**config.mk**
```make
export PLATFORM = sky130hd
export DESIGN_NAME = id_ctrl_stage_flat
export DESIGN_NICKNAME = d
export VERILOG_FILES = /design/src/rtl/id_ctrl_if.sv /design/src/rtl/id_ctrl_stage.sv /design/src/flat_wrapper.sv
export SDC_FILE = /design/constraint.sdc
export NUM_CORES = 1
export LEC_CHECK = 0
export ABC_AREA = 1
export ABC_CLOCK_PERIOD_IN_PS = 1800
export BUFFER_PORTS_ARGS = -buffer_cell sky130_fd_sc_hd__buf_4
export CORE_MARGIN = 8
export CORE_UTILIZATION = 48
export CTS_BUF_LIST = sky130_fd_sc_hd__clkbuf_16
export DETAILED_ROUTE_END_ITERATION = 7
export PLACE_DENSITY = 0.8
export SLEW_MARGIN = 20
export SYNTH_ARGS = -nofsm -noshare
export SYNTH_HDL_FRONTEND = slang
export SYNTH_SLANG_ARGS = --single-unit
```
**constraint.sdc**
```tcl
create_clock -name clk -period 1.8 [get_ports clk]
set_clock_uncertainty 0.1 [all_clocks]
set_input_delay 0.45 -clock clk [delete_from_list [all_inputs] [get_ports clk]]
set_output_delay 0.45 -clock clk [all_outputs]
set_load 0.01 [all_outputs]
```
**src/rtl/id_ctrl_if.sv**
```systemverilog
// Handshake, instruction and control-bundle bus between IF/ID, the ID/EX
// control stage, EX and the external mul/div unit.
interface id_ctrl_if #(
  parameter int XLEN = 32
);
  logic            in_valid;
  logic            in_ready;
  logic [31:0]     instr;
  logic [XLEN-1:0] pc;
  logic            flush;
  logic            out_valid;
  logic            out_ready;
  logic [XLEN-1:0] out_pc;
  logic [31:0]     out_instr;
  logic [2:0]      alu_op;
  logic            alu1_src;
  logic            alu2_src;
  logic [1:0]      reg_dst;
  logic [2:0]      ext_sel;
  logic            sign;
  logic [1:0]      digit;
  logic            data_wr;
  logic            reg_wr;
  logic            imm_res;
  logic            branch;
  logic            jump;
  logic            md_op;
  logic            illegal;
  logic            md_start;
  logic [2:0]      md_funct;
  logic            md_done;
  logic            md_abort;

  modport master (
    output in_valid, instr, pc, flush, out_ready, md_done,
    input  in_ready, out_valid, out_pc, out_instr, alu_op, alu1_src, alu2_src,
           reg_dst, ext_sel, sign, digit, data_wr, reg_wr, imm_res, branch,
           jump, md_op, illegal, md_start, md_funct, md_abort
  );

  modport slave (
    input  in_valid, instr, pc, flush, out_ready, md_done,
    output in_ready, out_valid, out_pc, out_instr, alu_op, alu1_src, alu2_src,
           reg_dst, ext_sel, sign, digit, data_wr, reg_wr, imm_res, branch,
           jump, md_op, illegal, md_start, md_funct, md_abort
  );
endinterface

```
**src/rtl/id_ctrl_stage.sv**
```systemverilog
// Registered RV32I(+M) control decoder: decodes one instruction per cycle into
// an ID/EX bundle register with valid/ready flow, mul/div sequencing and flush.
module id_ctrl_stage #(
  parameter int XLEN     = 32,
  parameter bit ENABLE_M = 1'b1
) (
  input logic clk,
  input logic rst,
  id_ctrl_if.slave bus
);
  typedef enum logic [1:0] {IDLE = 2'b00, FULL = 2'b01, MD_WAIT = 2'b10} state_t;

  typedef struct packed {
    logic [2:0] alu_op;
    logic       alu1_src;
    logic       alu2_src;
    logic [1:0] reg_dst;
    logic [2:0] ext_sel;
    logic       sign;
    logic [1:0] digit;
    logic       data_wr;
    logic       reg_wr;
    logic       imm_res;
    logic       branch;
    logic       jump;
    logic       md_op;
    logic       illegal;
  } ctrl_t;

  localparam logic [2:0] ALU_ADD = 3'b000;
  localparam logic [2:0] ALU_SUB = 3'b001;
  localparam logic [2:0] ALU_XOR = 3'b010;
  localparam logic [2:0] ALU_OR  = 3'b011;
  localparam logic [2:0] ALU_AND = 3'b100;
  localparam logic [2:0] ALU_SLL = 3'b101;
  localparam logic [2:0] ALU_SRL = 3'b110;
  localparam logic [2:0] ALU_SRA = 3'b111;

  localparam ctrl_t CTRL_RESET = '{alu_op: 3'b000, alu1_src: 1'b0, alu2_src: 1'b0,
                                   reg_dst: 2'b00, ext_sel: 3'b000, sign: 1'b1,
                                   digit: 2'b00, data_wr: 1'b0, reg_wr: 1'b0,
                                   imm_res: 1'b0, branch: 1'b0, jump: 1'b0,
                                   md_op: 1'b0, illegal: 1'b0};

  function automatic ctrl_t decode(input logic [31:0] ins);
    ctrl_t      c;
    logic       bad;
    logic       writes;
    logic [6:0] f7;
    logic [2:0] f3;
    c      = CTRL_RESET;
    bad    = 1'b0;
    writes = 1'b0;
    f7     = ins[31:25];
    f3     = ins[14:12];
    case (ins[6:0])
      7'b0110011: begin
        writes = 1'b1;
        if (f7 == 7'b0000001) begin
          if (ENABLE_M) c.md_op = 1'b1;
          else          bad     = 1'b1;
        end else if (f7 == 7'b0000000) begin
          case (f3)
            3'b000:  c.alu_op = ALU_ADD;
            3'b001:  c.alu_op = ALU_SLL;
            3'b010:  begin c.alu_op = ALU_SUB; c.reg_dst = 2'b11; end
            3'b011:  begin c.alu_op = ALU_SUB; c.reg_dst = 2'b11; c.sign = 1'b0; end
            3'b100:  c.alu_op = ALU_XOR;
            3'b101:  c.alu_op = ALU_SRL;
            3'b110:  c.alu_op = ALU_OR;
            3'b111:  c.alu_op = ALU_AND;
            default: bad = 1'b1;
          endcase
        end else if (f7 == 7'b0100000) begin
          case (f3)
            3'b000:  c.alu_op = ALU_SUB;
            3'b101:  c.alu_op = ALU_SRA;
            default: bad = 1'b1;
          endcase
        end else begin
          bad = 1'b1;
        end
      end
      7'b0010011: begin
        writes     = 1'b1;
        c.alu2_src = 1'b1;
        case (f3)
          3'b000:  c.alu_op = ALU_ADD;
          3'b010:  begin c.alu_op = ALU_SUB; c.reg_dst = 2'b11; end
          3'b011:  begin c.alu_op = ALU_SUB; c.reg_dst = 2'b11; c.sign = 1'b0; end
          3'b100:  c.alu_op = ALU_XOR;
          3'b110:  c.alu_op = ALU_OR;
          3'b111:  c.alu_op = ALU_AND;
          3'b001:  begin c.alu_op = ALU_SLL; c.ext_sel = 3'b001; bad = (f7 != 7'b0000000); end
          3'b101: begin
            c.ext_sel = 3'b001;
            if (f7 == 7'b0000000)      c.alu_op = ALU_SRL;
            else if (f7 == 7'b0100000) c.alu_op = ALU_SRA;
            else                       bad = 1'b1;
          end
          default: bad = 1'b1;
        endcase
      end
      7'b0000011: begin
        writes     = 1'b1;
        c.alu2_src = 1'b1;
        c.reg_dst  = 2'b01;
        case (f3)
          3'b000:  c.digit = 2'b10;
          3'b001:  c.digit = 2'b01;
          3'b010:  c.digit = 2'b00;
          3'b100:  begin c.digit = 2'b10; c.sign = 1'b0; end
          3'b101:  begin c.digit = 2'b01; c.sign = 1'b0; end
          default: bad = 1'b1;
        endcase
      end
      7'b0100011: begin
        c.data_wr  = 1'b1;
        c.alu2_src = 1'b1;
        c.ext_sel  = 3'b010;
        case (f3)
          3'b000:  c.digit = 2'b10;
          3'b001:  c.digit = 2'b01;
          3'b010:  c.digit = 2'b00;
          default: bad = 1'b1;
        endcase
      end
      7'b1100011: begin
        c.branch   = 1'b1;
        c.alu1_src = 1'b1;
        c.alu2_src = 1'b1;
        c.ext_sel  = 3'b011;
        case (f3)
          3'b000, 3'b001, 3'b100, 3'b101: c.sign = 1'b1;
          3'b110, 3'b111:                 c.sign = 1'b0;
          default:                        bad = 1'b1;
        endcase
      end
      7'b1101111: begin
        writes = 1'b1; c.jump = 1'b1; c.reg_dst = 2'b10;
        c.alu1_src = 1'b1; c.alu2_src = 1'b1; c.ext_sel = 3'b101;
      end
      7'b1100111: begin
        writes = 1'b1; c.jump = 1'b1; c.reg_dst = 2'b10;
        c.alu1_src = 1'b0; c.alu2_src = 1'b1; c.ext_sel = 3'b000;
        bad = (f3 != 3'b000);
      end
      7'b0110111: begin writes = 1'b1; c.imm_res = 1'b1; c.ext_sel = 3'b100; end
      7'b0010111: begin
        writes = 1'b1; c.alu1_src = 1'b1; c.alu2_src = 1'b1; c.ext_sel = 3'b100;
      end
      default: bad = 1'b1;
    endcase
    // An illegal bundle carries no side effects at all.
    if (bad) begin
      c         = CTRL_RESET;
      c.illegal = 1'b1;
    end else begin
      c.reg_wr = writes && (ins[11:7] != 5'd0);
    end
    return c;
  endfunction

  state_t          state_r;
  ctrl_t           ctrl_r;
  ctrl_t           dec_s;
  logic            out_valid_r;
  logic            md_start_r;
  logic            md_abort_r;
  logic [2:0]      md_funct_r;
  logic [XLEN-1:0] out_pc_r;
  logic [31:0]     out_instr_r;
  logic            in_ready_s;
  logic            take_s;

  assign dec_s      = decode(bus.instr);
  assign in_ready_s = !rst && !bus.flush &&
                      ((state_r == IDLE) || ((state_r == FULL) && bus.out_ready));
  assign take_s     = bus.in_valid && in_ready_s;

  // Stage FSM, bundle register and mul/div pulses.
  always_ff @(posedge clk) begin
    if (rst) begin
      state_r     <= IDLE;
      ctrl_r      <= CTRL_RESET;
      out_valid_r <= 1'b0;
      md_start_r  <= 1'b0;
      md_abort_r  <= 1'b0;
      md_funct_r  <= 3'b000;
      out_pc_r    <= '0;
      out_instr_r <= 32'd0;
    end else begin
      md_start_r <= 1'b0;
      md_abort_r <= 1'b0;
      if (bus.flush) begin
        state_r     <= IDLE;
        out_valid_r <= 1'b0;
        md_abort_r  <= (state_r == MD_WAIT);
      end else begin
        case (state_r)
          IDLE, FULL: begin
            if (take_s) begin
              ctrl_r      <= dec_s;
              out_pc_r    <= bus.pc;
              out_instr_r <= bus.instr;
              if (dec_s.md_op) begin
                state_r     <= MD_WAIT;
                out_valid_r <= 1'b0;
                md_start_r  <= 1'b1;
                md_funct_r  <= bus.instr[14:12];
              end else begin
                state_r     <= FULL;
                out_valid_r <= 1'b1;
              end
            end else if ((state_r == FULL) && bus.out_ready) begin
              state_r     <= IDLE;
              out_valid_r <= 1'b0;
            end else begin
              state_r <= state_r;
            end
          end
          MD_WAIT: begin
            if (bus.md_done) begin
              state_r     <= FULL;
              out_valid_r <= 1'b1;
            end else begin
              state_r <= MD_WAIT;
            end
          end
          default: begin
            state_r     <= IDLE;
            out_valid_r <= 1'b0;
          end
        endcase
      end
    end
  end

  assign bus.in_ready  = in_ready_s;
  assign bus.out_valid = out_valid_r;
  assign bus.out_pc    = out_pc_r;
  assign bus.out_instr = out_instr_r;
  assign bus.alu_op    = ctrl_r.alu_op;
  assign bus.alu1_src  = ctrl_r.alu1_src;
  assign bus.alu2_src  = ctrl_r.alu2_src;
  assign bus.reg_dst   = ctrl_r.reg_dst;
  assign bus.ext_sel   = ctrl_r.ext_sel;
  assign bus.sign      = ctrl_r.sign;
  assign bus.digit     = ctrl_r.digit;
  assign bus.data_wr   = ctrl_r.data_wr;
  assign bus.reg_wr    = ctrl_r.reg_wr;
  assign bus.imm_res   = ctrl_r.imm_res;
  assign bus.branch    = ctrl_r.branch;
  assign bus.jump      = ctrl_r.jump;
  assign bus.md_op     = ctrl_r.md_op;
  assign bus.illegal   = ctrl_r.illegal;
  assign bus.md_start  = md_start_r;
  assign bus.md_funct  = md_funct_r;
  assign bus.md_abort  = md_abort_r;
endmodule
```
**src/flat_wrapper.sv**
```systemverilog
// flat-port wrapper written by rule: the top's interface ports become plain ports
module id_ctrl_stage_flat 
#(
  parameter int XLEN     = 32,
  parameter bit ENABLE_M = 1'b1
)
  (clk, rst, bus_in_valid, bus_instr, bus_pc, bus_flush, bus_out_ready, bus_md_done, bus_in_ready, bus_out_valid, bus_out_pc, bus_out_instr, bus_alu_op, bus_alu1_src, bus_alu2_src, bus_reg_dst, bus_ext_sel, bus_sign, bus_digit, bus_data_wr, bus_reg_wr, bus_imm_res, bus_branch, bus_jump, bus_md_op, bus_illegal, bus_md_start, bus_md_funct, bus_md_abort);
  id_ctrl_if #(.XLEN(XLEN)) bus_i ();
  input logic clk;
  input logic rst;
  input wire logic [$bits(bus_i.in_valid)-1:0] bus_in_valid;
  input wire logic [$bits(bus_i.instr)-1:0] bus_instr;
  input wire logic [$bits(bus_i.pc)-1:0] bus_pc;
  input wire logic [$bits(bus_i.flush)-1:0] bus_flush;
  input wire logic [$bits(bus_i.out_ready)-1:0] bus_out_ready;
  input wire logic [$bits(bus_i.md_done)-1:0] bus_md_done;
  output wire logic [$bits(bus_i.in_ready)-1:0] bus_in_ready;
  output wire logic [$bits(bus_i.out_valid)-1:0] bus_out_valid;
  output wire logic [$bits(bus_i.out_pc)-1:0] bus_out_pc;
  output wire logic [$bits(bus_i.out_instr)-1:0] bus_out_instr;
  output wire logic [$bits(bus_i.alu_op)-1:0] bus_alu_op;
  output wire logic [$bits(bus_i.alu1_src)-1:0] bus_alu1_src;
  output wire logic [$bits(bus_i.alu2_src)-1:0] bus_alu2_src;
  output wire logic [$bits(bus_i.reg_dst)-1:0] bus_reg_dst;
  output wire logic [$bits(bus_i.ext_sel)-1:0] bus_ext_sel;
  output wire logic [$bits(bus_i.sign)-1:0] bus_sign;
  output wire logic [$bits(bus_i.digit)-1:0] bus_digit;
  output wire logic [$bits(bus_i.data_wr)-1:0] bus_data_wr;
  output wire logic [$bits(bus_i.reg_wr)-1:0] bus_reg_wr;
  output wire logic [$bits(bus_i.imm_res)-1:0] bus_imm_res;
  output wire logic [$bits(bus_i.branch)-1:0] bus_branch;
  output wire logic [$bits(bus_i.jump)-1:0] bus_jump;
  output wire logic [$bits(bus_i.md_op)-1:0] bus_md_op;
  output wire logic [$bits(bus_i.illegal)-1:0] bus_illegal;
  output wire logic [$bits(bus_i.md_start)-1:0] bus_md_start;
  output wire logic [$bits(bus_i.md_funct)-1:0] bus_md_funct;
  output wire logic [$bits(bus_i.md_abort)-1:0] bus_md_abort;
  assign bus_i.in_valid = bus_in_valid;
  assign bus_i.instr = bus_instr;
  assign bus_i.pc = bus_pc;
  assign bus_i.flush = bus_flush;
  assign bus_i.out_ready = bus_out_ready;
  assign bus_i.md_done = bus_md_done;
  assign bus_in_ready = bus_i.in_ready;
  assign bus_out_valid = bus_i.out_valid;
  assign bus_out_pc = bus_i.out_pc;
  assign bus_out_instr = bus_i.out_instr;
  assign bus_alu_op = bus_i.alu_op;
  assign bus_alu1_src = bus_i.alu1_src;
  assign bus_alu2_src = bus_i.alu2_src;
  assign bus_reg_dst = bus_i.reg_dst;
  assign bus_ext_sel = bus_i.ext_sel;
  assign bus_sign = bus_i.sign;
  assign bus_digit = bus_i.digit;
  assign bus_data_wr = bus_i.data_wr;
  assign bus_reg_wr = bus_i.reg_wr;
  assign bus_imm_res = bus_i.imm_res;
  assign bus_branch = bus_i.branch;
  assign bus_jump = bus_i.jump;
  assign bus_md_op = bus_i.md_op;
  assign bus_illegal = bus_i.illegal;
  assign bus_md_start = bus_i.md_start;
  assign bus_md_funct = bus_i.md_funct;
  assign bus_md_abort = bus_i.md_abort;
  id_ctrl_stage #(.XLEN(XLEN), .ENABLE_M(ENABLE_M)) u_core (.clk(clk), .rst(rst), .bus(bus_i));
endmodule
```
=== Word-level counts from Yosys, hierarchy flattened ===
Cells that the tools add are included.

* Bitwise gates (word level): 3
* Multiplexer cells: 58
* Reduce and logical (&&, ||, !) cells: 36
* Equal/unequal tests: 22

{| class="wikitable"
|+ Operator list
! kind !! number
|-
| $pmux W3 S7 || 2
|-
| $mux W1 || 30
|-
| $eq A7 B6 Y1 const B || 4
|-
| $reduce_or A2 Y1 || 11
|-
| $eq A7 B7 Y1 const B || 3
|-
| $pmux W2 S2 || 4
|-
| $mux W3 || 5
|-
| $pmux W3 S5 || 1
|-
| $eq A7 B5 Y1 const B || 2
|-
| $mux W14 || 1
|-
| $mux W2 || 7
|-
| $reduce_or A7 Y1 || 2
|-
| $eq A3 B3 Y1 const B || 4
|-
| $pmux W3 S2 || 2
|-
| $reduce_or A3 Y1 || 3
|-
| $pmux W2 S4 || 1
|-
| $eq A7 B1 Y1 const B || 1
|-
| $eq A7 B2 Y1 const B || 1
|-
| $logic_not A7 Y1 || 1
|-
| $pmux W1 S7 || 1
|-
| $reduce_bool A7 Y1 || 1
|-
| $eq A3 B2 Y1 const B || 2
|-
| $reduce_or A6 Y1 || 1
|-
| $logic_and A1 B1 Y1 || 5
|-
| other kinds (20) || 24
|}

* Logic and storage cells: 140
* Bits in registers: 92
* Output and inout bits: 91
* Bits of input ports: 70

=== Logic depth before layout (Yosys ltp) ===
Gate-level depths: netlist of the first run.

* Depth in word-level cells: 11
* Depth in mapped cells: 12
* Gate-level depth less buffers: 12

=== Worst setup path before layout of the first run ===
OpenSTA, ideal clock, no wires.

* Path kind: input-to-reg
* Start: in rst
* End: reg u_core.out_instr_r[30], in the netlist u_core.bus.out_instr[30]
* Required time: 1.580 ns
* Path slack: 0.098 ns
* Stages: 9
* Arrival time: 1.482 ns
* Setup time: 0.120 ns
* Buffers on the path: 3
* Path through: buf_6 -> clkinv_4 -> nand2_4 -> nor3_4 -> nand2_4 -> clkinv_2 -> buf_6 -> buf_4 -> a21oi_1

* Cells in the longest elaborated chain, start to end: 5

{| class="wikitable"
|+ Ends and longest elaborated chain
! what !! line !! RTL
|-
| start: declaration || flat_wrapper.sv:10 || <nowiki>input logic rst;</nowiki>
|-
| $logic_not A1 Y1 || id_ctrl_stage.sv:177 || <nowiki>assign in_ready_s = !rst && !bus.flush &&</nowiki>
|-
| $logic_and A1 B1 Y1 (2 in a row) || id_ctrl_stage.sv:177 ||
|-
| named net bus_in_ready || flat_wrapper.sv:17 || <nowiki>output wire logic [$bits(bus_i.in_ready)-1:0] bus_in_ready;</nowiki>
|-
| $logic_and A1 B1 Y1 || id_ctrl_stage.sv:179 || <nowiki>assign take_s = bus.in_valid && in_ready_s;</nowiki>
|-
| $reduce_and A3 Y1 (no source line) || -- ||
|-
| end signal: assignment || id_ctrl_stage.sv:205 || <nowiki>out_instr_r <= bus.instr;</nowiki>
|-
| end: declaration || id_ctrl_stage.sv:172 || <nowiki>logic [31:0] out_instr_r;</nowiki>
|}

The timed path passes the listed nets, and every way through them passes these cells.
A chain may end at the register's enable or synchronous reset.

=== Worst setup path after layout of the first run ===
* Start: reg u_core.state_r[0]
* End: out bus_in_ready

* Cells in the longest elaborated chain, start to end: 4
* Elaborated cells on any way between the ends: 5
* Those cells by class: eq/ne (1); reduce/logical (4)

{| class="wikitable"
|+ Ends and longest elaborated chain
! what !! line !! RTL
|-
| start: declaration || id_ctrl_stage.sv:164 || <nowiki>state_t state_r;</nowiki>
|-
| start signal: assignment || id_ctrl_stage.sv:219 || <nowiki>state_r <= state_r;</nowiki>
|-
| $eq A2 B1 Y1 || id_ctrl_stage.sv:178 || <nowiki>((state_r == IDLE) || ((state_r == FULL) && bus.out_ready));</nowiki>
|-
| $logic_and A1 B1 Y1 || id_ctrl_stage.sv:178 ||
|-
| $logic_or A1 B1 Y1 (*) || id_ctrl_stage.sv:178 ||
|-
| $logic_and A1 B1 Y1 (*) || id_ctrl_stage.sv:177 ||
|-
| end: declaration || flat_wrapper.sv:17 ||
|}

Every way passes the cells marked *; elsewhere a longest branch is shown, timed or not.

==> summary.md, run 1 <==
| Metric | Value |
|---|---|
| Fraction of layout cells with a size suffix above 1 | `36.38%` |
| Async set or reset register ratio after synthesis | `0%` |
| Clock sinks | `92` |
| Rel. slew slack | `approximately two thirds` |
| CTS Root Cell | `clkbuf_16` |
| Vias | `roughly 4,200` |
| Status | `complete, no violations` |
| First-pass GRT wire length | `about 20,000 microns` |
| Placed wire-length estimate | `roughly 9500 microns` |
| Max Root-Sink Buffers | `2` |
| Hold Buf Count CTS | `0` |
| Multi-input gate area | `between 1500 and 2000 sq um` |
| Pint | `about 3.5 mW` |
| Final min period | `approximately 1.8 ns` |
| Worst Hold Class | `in2reg` |
| Number of distinct library cells after synthesis | `33` |
| Post-layout instance area | `approximately 6000 sq um` |
| Synth top area cells | `dfxtp_1 47%, nor2_1 13%, o21ai_0 8.7%` |
| Pwr Total | `about 4.7 mW` |
| Port Buf Inserts | `160` |
| Worst-path clk slew | `0.07 ns` |
| Post-DP Area | `between 5000 and 6000 sq um` |
| Reg2Reg Setup Slack | `around 0.17 ns` |
| Share of the synthesized area in the top cell type | `a little under half` |
| DRC violation total after the first TritonRoute iteration | `between 150 and 200` |
| Least-Margin Pin Slew | `0.5173 ns` |
| Rows | `33` |
| Antenna violations before repair | `0` |
| Worst Slack Setup Final | `approximately 0.026 ns` |
| Die footprint | `roughly 11,000 sq um` |
| Vias per inst | `roughly 5.1` |
| DRT antenna net count | `0` |
| Post-Syn Instances | `around 540` |
| Die span in y | `around 110 microns` |
| Crit-path max FO | `2` |
| Power share of the sequential group | `between 40% and 50%` |
| Critical path launch point type | `flop` |
| Mapped Nets | `~600` |
| Io pins | `161` |
| CTS tree | `built` |
| Top_reg_cell synth | `dfxtp_1` |
| H-tree Lvls | `3` |
| Core area | `just over 8000 sq um` |
| Max-slew violation count | `0` |
| WL final | `around 13,000 microns` |
| Setup WS pre-CTS | `-0.1770 ns` |
| CP Cell Sequence | `inv_2, nor2_4, nor3_4, buf_6, buf_6` |
| Wire length per cell after detailed routing | `14.95 microns` |
| Remaining routing DRC violations | `0` |
| Most frequent CP cell | `buf_6` |
| Yosys reg bits | `92` |
| Syn_area_per_cell | `between 7 and 8 sq um` |
| Area delta synth->final | `48.38%` |
| RSZ-0062 raised after global routing | `yes` |
| Seq/Total Area, Yosys | `46.82%` |
| Mapped cell area | `between 3000 and 4000 sq um` |
| Vias in the first global route | `roughly 4,200` |
| Final Hold Vio Count | `0` |
| Final GP Congestion | `0.8826` |
| Worst path required time | `around 1.3 ns` |
| Max VDD drop | `0.0005627 V` |
| Leak pwr | `2.727 nW` |
| Initial Utilization | `between 40% and 50%` |
| Synth warn | `0` |
| Fillers | `between 600 and 700` |
| # diodes | `0` |
| Count leader, synth | `nor2_1` |
| Max frequency | `around 560 MHz` |
| Post-synth EDFFs | `0` |
| Final net count | `between 700 and 800` |
| Setup TNS Final | `0 ns` |
| Combinational fraction of design power | `between 10% and 20%` |
| Final Non-Filler Cells | `between 800 and 900` |
| CP peak stage delay | `0.33 ns` |
| Inserted Clock Buffers | `9` |
| Max Cap Viol | `0` |
| Critical path capture point type | `primary output` |
| Commonest cells in the netlist | `135 x nor2_1, 92 x dfxtp_1, 71 x nand2_1, 68 x o21ai_0, 36 x a21oi_1` |
| # setup viols final | `0` |
| Die W | `roughly 110 microns` |
| Initial DRT Pass Iterations | `5` |
| Skew-Pair Late Insertion Delay | `approximately 0.33 ns` |
| Area leader, netlist | `dfxtp_1` |
| Largest net degree at the start of global routing | `between 60 and 70` |
| Overflow left after global routing | `0` |
| Switching power | `around 1.2 mW` |
| Slowest cell on crit path | `dfxtp_2` |
| WS Path Type | `reg2out` |
| FF/Latch Area | `1843 sq um` |
| Crit path DAT | `1.22 ns` |
| Switching Fraction | `around a quarter` |
| P per Cell Area | `between 800 and 900 nW/um^2` |
| Global Route Usage Sum | `21.45%` |
| Clock share of power | `between 40% and 50%` |
| Crit share post-route | `a little over nine tenths` |
| # placed instances | `819` |
state kept, by name, indices dropped and copies added, names as in the netlist:
name and count:
u_core.bus.out_instr 32, u_core.bus.out_pc 32, u_core.bus.alu_op 3, u_core.bus.ext_sel 3
u_core.bus.md_funct 3, u_core.bus.digit 2, u_core.bus.reg_dst 2, u_core.state_r 2
u_core.bus.alu1_src 1, u_core.bus.alu2_src 1, u_core.bus.branch 1, u_core.bus.data_wr 1
u_core.bus.illegal 1, u_core.bus.imm_res 1, u_core.bus.jump 1, u_core.bus.md_abort 1
u_core.bus.md_op 1, u_core.bus.md_start 1, u_core.bus.out_valid 1, u_core.bus.reg_wr 1
u_core.bus.sign 1
worst max-delay path, delay by kind of cell (launching register included):
family | cells | cell delay [ns]
DFF | 1 | 0.33
and+or+nand+nor | 2 | 0.27
buffers and inverters | 3 | 0.29
placed cells by master (no fill, tap or decap), types with 3 or more instances in the layout:
cell	n
nor2_2	7
clkbuf_16	9
nand3_1	15
a21oi_1	36
nor2_1	134
buf_12	3
inv_2	9
a211oi_1	3
o21ai_0	68
nand3_2	3
buf_4	206
nand2_2	5
nand4_1	14
nand2_1	71
nor2_4	4
o22ai_1	3
a211oi_2	3
inv_1	25
dfxtp_1	91
kinds of logic (layout without fill, tap and decap cells):
group                  after synthesis  after routing  synth area share (%)
AOI/OAI and AO/OA                  120            120                 16.57
DFF                                 92             92                 46.82
and+or+nand+nor                    259            259                 28.75
buffers and inverters               64            263                 7.856
routing by layer:
layer / wire [microns] / vias to the layer above / track usage (%) / share of wire, %
li1: - / 2126 / - / -
met1: 5376 / 1927 / 25.71 / 43
met2: 5932 / 172 / 35.92 / 47
met3: 945 / 24 / 5.505 / 7.5
met4: 286 / 0 / 8.442 / 2.3
met5: 0 / - / 0 / 0
worst paths after layout:
check | startpoint | end | depth (start not counted)
worst min-delay path | bus_pc[0] | u_core.bus.out_pc[0]$_SDFFE_PP0P_ | 3
worst max register to register | u_core.state_r[0]$_SDFFE_PP0N_ | u_core.bus.md_funct[1]$_SDFFE_PP0P_ | 9
worst max-delay path | u_core.state_r[0]$_SDFFE_PP0N_ | bus_in_ready | 5
worst min register to register | u_core.bus.alu_op[2]$_SDFFE_PP0P_ | u_core.bus.alu_op[2]$_SDFFE_PP0P_ | 2
per-stage QoR:
stage	utilization, %	hold slack [ns]
3_3_place_gp	67.84	0.3546
3_5_place_dp	67.84	0.3512
4_1_cts	71.58	0.2582
6_report	72.12	0.2603
5_1_grt	72.12	0.2706
2_1_floorplan	-	0.3848
power by group through the flow:
stage | sequential [mW] | combinational, mW | clock, mW
2_1_floorplan | 2.23 | 0.252 | 0
3_3_place_gp | 2.20 | 0.641 | 0
3_5_place_dp | 2.20 | 0.653 | 0
4_1_cts | 2.15 | 0.656 | 1.94
5_1_grt | 2.16 | 0.724 | 2.01
6_report | 2.15 | 0.659 | 1.90
timing repair:
action / CTS / global route
resized for setup: 1 / 5
buffers inserted: 0 / 4
pin swaps: 0 / 2
setup endpoints to repair: 1 / 5
final cells by class:
cell class	count	share of cell area, %
Clock inverter	7	1.286
Timing Repair Buffer	211	27.91
Inverter	36	2.444
Tap cell	105	2.251
Clock buffer	9	3.859
Multi-Input combinational cell	379	30.68
Sequential cell	92	31.58
No activity file was read; power rests on OpenSTA's default activity.
==> inputs of run 2 (changes only) <==
--- a/config.mk
+++ b/config.mk
@@ -8,11 +8,13 @@
 export ABC_AREA = 1
 export ABC_CLOCK_PERIOD_IN_PS = 1800
 export BUFFER_PORTS_ARGS = -buffer_cell sky130_fd_sc_hd__buf_4
+export CELL_PAD_IN_SITES_DETAIL_PLACEMENT = 1
+export CELL_PAD_IN_SITES_GLOBAL_PLACEMENT = 2
 export CORE_MARGIN = 8
-export CORE_UTILIZATION = 48
+export CORE_UTILIZATION = 25
 export CTS_BUF_LIST = sky130_fd_sc_hd__clkbuf_16
 export DETAILED_ROUTE_END_ITERATION = 7
-export PLACE_DENSITY = 0.8
+export PLACE_DENSITY_LB_ADDON = 0.1
 export SLEW_MARGIN = 20
 export SYNTH_ARGS = -nofsm -noshare
 export SYNTH_HDL_FRONTEND = slang
==> summary.md, run 2 (synthesis results as in run 1) <==
| Metric | Value |
|---|---|
| Status | `complete, no violations (unchanged)` |
| WL final | `14,870 microns (was 12,540 microns)` |
| P per Cell Area | `757.0 nW/um^2 (was 808.2 nW/um^2)` |
| Wire length per cell after detailed routing | `15.52 microns (was 14.95 microns)` |
| Vias per inst | `4.408 (was 5.064)` |
| Final Non-Filler Cells | `958 (was 839)` |
| Crit path DAT | `1.22 ns (about the same)` |
| Remaining routing DRC violations | `0 (unchanged)` |
| Placed wire-length estimate | `11,680 microns (was 9549 microns)` |
| Worst-path clk slew | `0.06 ns (was 0.07 ns)` |
| Critical path capture point type | `primary output (unchanged)` |
| HP Start | `bus_pc[21] (was bus_pc[0])` |
| # setup viols final | `0 (unchanged)` |
| Die footprint | `20,010 sq um (was 11,350 sq um)` |
| Max-slew violation count | `0 (unchanged)` |
| Final Hold Vio Count | `0 (unchanged)` |
| DRC violation total after the first TritonRoute iteration | `179 (was 177)` |
| Port Buf Inserts | `160 (unchanged)` |
| CTS Root Cell | `clkbuf_16 (unchanged)` |
| Core area | `15,660 sq um (was 8093 sq um)` |
| Worst Hold Class | `in2reg (unchanged)` |
| Antenna violations before repair | `0 (unchanged)` |
| Met2 WL post-DR | `7321 microns (was 5932 microns)` |
| Fillers | `1,946 (was 671)` |
| Worst Setup SP | `u_core.state_r[0]$_SDFFE_PP0N_ (unchanged)` |
| Global Route Usage Sum | `14.95% (was 21.45%)` |
| Fraction of layout cells with a size suffix above 1 | `36.39% (was 36.38%)` |
| Initial DRT Pass Iterations | `4 (was 5)` |
| Crit-path max FO | `3 (was 2)` |
| Worst Slack Setup Final | `0.03338 ns (was 0.02611 ns)` |
| # placed instances | `941 (was 819)` |
| Commonest non-fill, non-tap cells in the layout | `215 x buf_4, 134 x nor2_1, 92 x dfxtp_1 (was 206 x buf_4, 134 x nor2_1, 91 x dfxtp_1)` |
| Initial Utilization | `25.13% (was 48.61%)` |
| DRT antenna net count | `0 (unchanged)` |
| Final GP Congestion | `0.8213 (was 0.8826)` |
| Critical path launch point type | `flop (unchanged)` |
| Max frequency | `566.1 MHz (was 563.7 MHz)` |
| Rows | `46 (was 33)` |
| Skew-Pair Late Insertion Delay | `0.34 ns (was 0.33 ns)` |
| Area delta synth->final | `52.54% (was 48.38%)` |
| Die span in y | `141.4 microns (was 106.5 microns)` |
| Max Root-Sink Buffers | `2 (unchanged)` |
| Routed met1 length | `6555 microns (was 5376 microns)` |
| Highest metal used | `met4 (unchanged)` |
| Met3 wire len | `800 microns (was 945 microns)` |
| WHS | `0.2616 ns (was 0.2603 ns)` |
| Vias | `4,223 (was 4,249)` |
| R2R Path Start | `u_core.state_r[0]$_SDFFE_PP0N_ (unchanged)` |
| Vias in the first global route | `4,433 (was 4,214)` |
| Die W | `141.4 microns (was 106.5 microns)` |
| Rel. slew slack | `60.56% (was 65.52%)` |
| # diodes | `0 (unchanged)` |
| CP Cell Sequence | `inv_1, nor2_2, nor3_4, buf_4, buf_4 (was inv_2, nor2_4, nor3_4, buf_6, buf_6)` |
| Commonest non-fill, non-tap cell in the layout | `buf_4 (unchanged)` |
| FF/Latch Area | `1842 sq um (was 1843 sq um)` |
| Max VDD drop | `0.0004324 V (was 0.0005627 V)` |
| Largest net degree at the start of global routing | `64 (was 66)` |
| First-pass GRT wire length | `23,560 microns (was 19,940 microns)` |
| Clock sinks | `92 (unchanged)` |
| Least-Margin Pin Slew | `0.5916 ns (was 0.5173 ns)` |
| CTS tree | `built (unchanged)` |
| Multi-input gate area | `1790 sq um (unchanged)` |
| Slowest cell on crit path | `dfxtp_1 (was dfxtp_2)` |
| Setup WS pre-CTS | `-0.2289 ns (was -0.1770 ns)` |
| Crit share post-route | `98.15% (was 98.55%)` |
| RSZ-0062 raised after global routing | `yes (unchanged)` |
| Final min period | `1.767 ns (was 1.774 ns)` |
| Leak pwr | `2.742 nW (was 2.727 nW)` |
| Overflow left after global routing | `0 (unchanged)` |
| Most frequent CP cell | `buf_4 (was buf_6)` |
| Io pins | `161 (unchanged)` |
| Worst path required time | `1.25 ns (about the same)` |
| Final net count | `807 (was 799)` |
| H-tree Lvls | `3 (unchanged)` |
| WS Path Type | `reg2out (unchanged)` |
| Inserted Clock Buffers | `9 (unchanged)` |
| Max Cap Viol | `0 (unchanged)` |
| Fin util | `38.33% (was 72.12%)` |
| CP peak stage delay | `0.35 ns (was 0.33 ns)` |
run 2: layout make-up:
cell class | instances | share of cell area [%]
inverter | 36 | 2.398
timing repair buffer | 219 | 28.23
multi-input combinational | 379 | 29.84
tap | 216 | 4.504
clock buffer | 9 | 3.753
sequential | 92 | 30.69
clock inverter | 7 | 0.5838
run 2: metrics by stage:
step | setup TNS (ns) | instance area (sq um) | power, mW
after global placement | -3.930 | 5712 | 2.876
after CTS | 0 | 5974 | 4.638
after global routing | -0.06584 | 6001 | 4.808
after floorplan | 0 | 3934 | 2.487
after detailed placement | -5.519 | 5712 | 2.891
final | 0 | 6001 | 4.543
run 2: path summary, 6_finish.rpt:
| check | cells after the start | endpoint | slack [ns] |
|---|---|---|---|
| max | 5 | bus_in_ready | 0.03 |
| max reg2reg | 8 | u_core.bus.out_pc[10]$_SDFFE_PP0P_ | 0.29 |
| min reg2reg | 2 | u_core.bus.md_op$_SDFFE_PP0P_ | 0.36 |
| min | 3 | u_core.bus.out_pc[21]$_SDFFE_PP0P_ | 0.26 |
run 2: critical path, delay by kind of cell, from the launching register on:
| kind | cells | cell delay (ns) |
|---|---|---|
| flip-flops | 1 | 0.35 |
| buffers and inverters | 3 | 0.33 |
| AND/OR/NAND/NOR | 2 | 0.20 |
run 2: timing repair:
action	CTS	global route
hold buffers	0	0
pin swaps	0	1
setup buffers	0	1
setup endpoints to repair	1	10
resized for setup	1	2
run 2: power breakdown:
part           internal [mW]  switching (mW)
Combinational          0.337           0.345
Clock                  0.914           0.790
Sequential              2.12          0.0409
run 2: layer usage:
metal	up-vias	global-route usage [%]
met1	1980	17.66
met2	87	25.92
li1	2145	-
met5	-	0
met3	11	3.495
met4	0	5.427
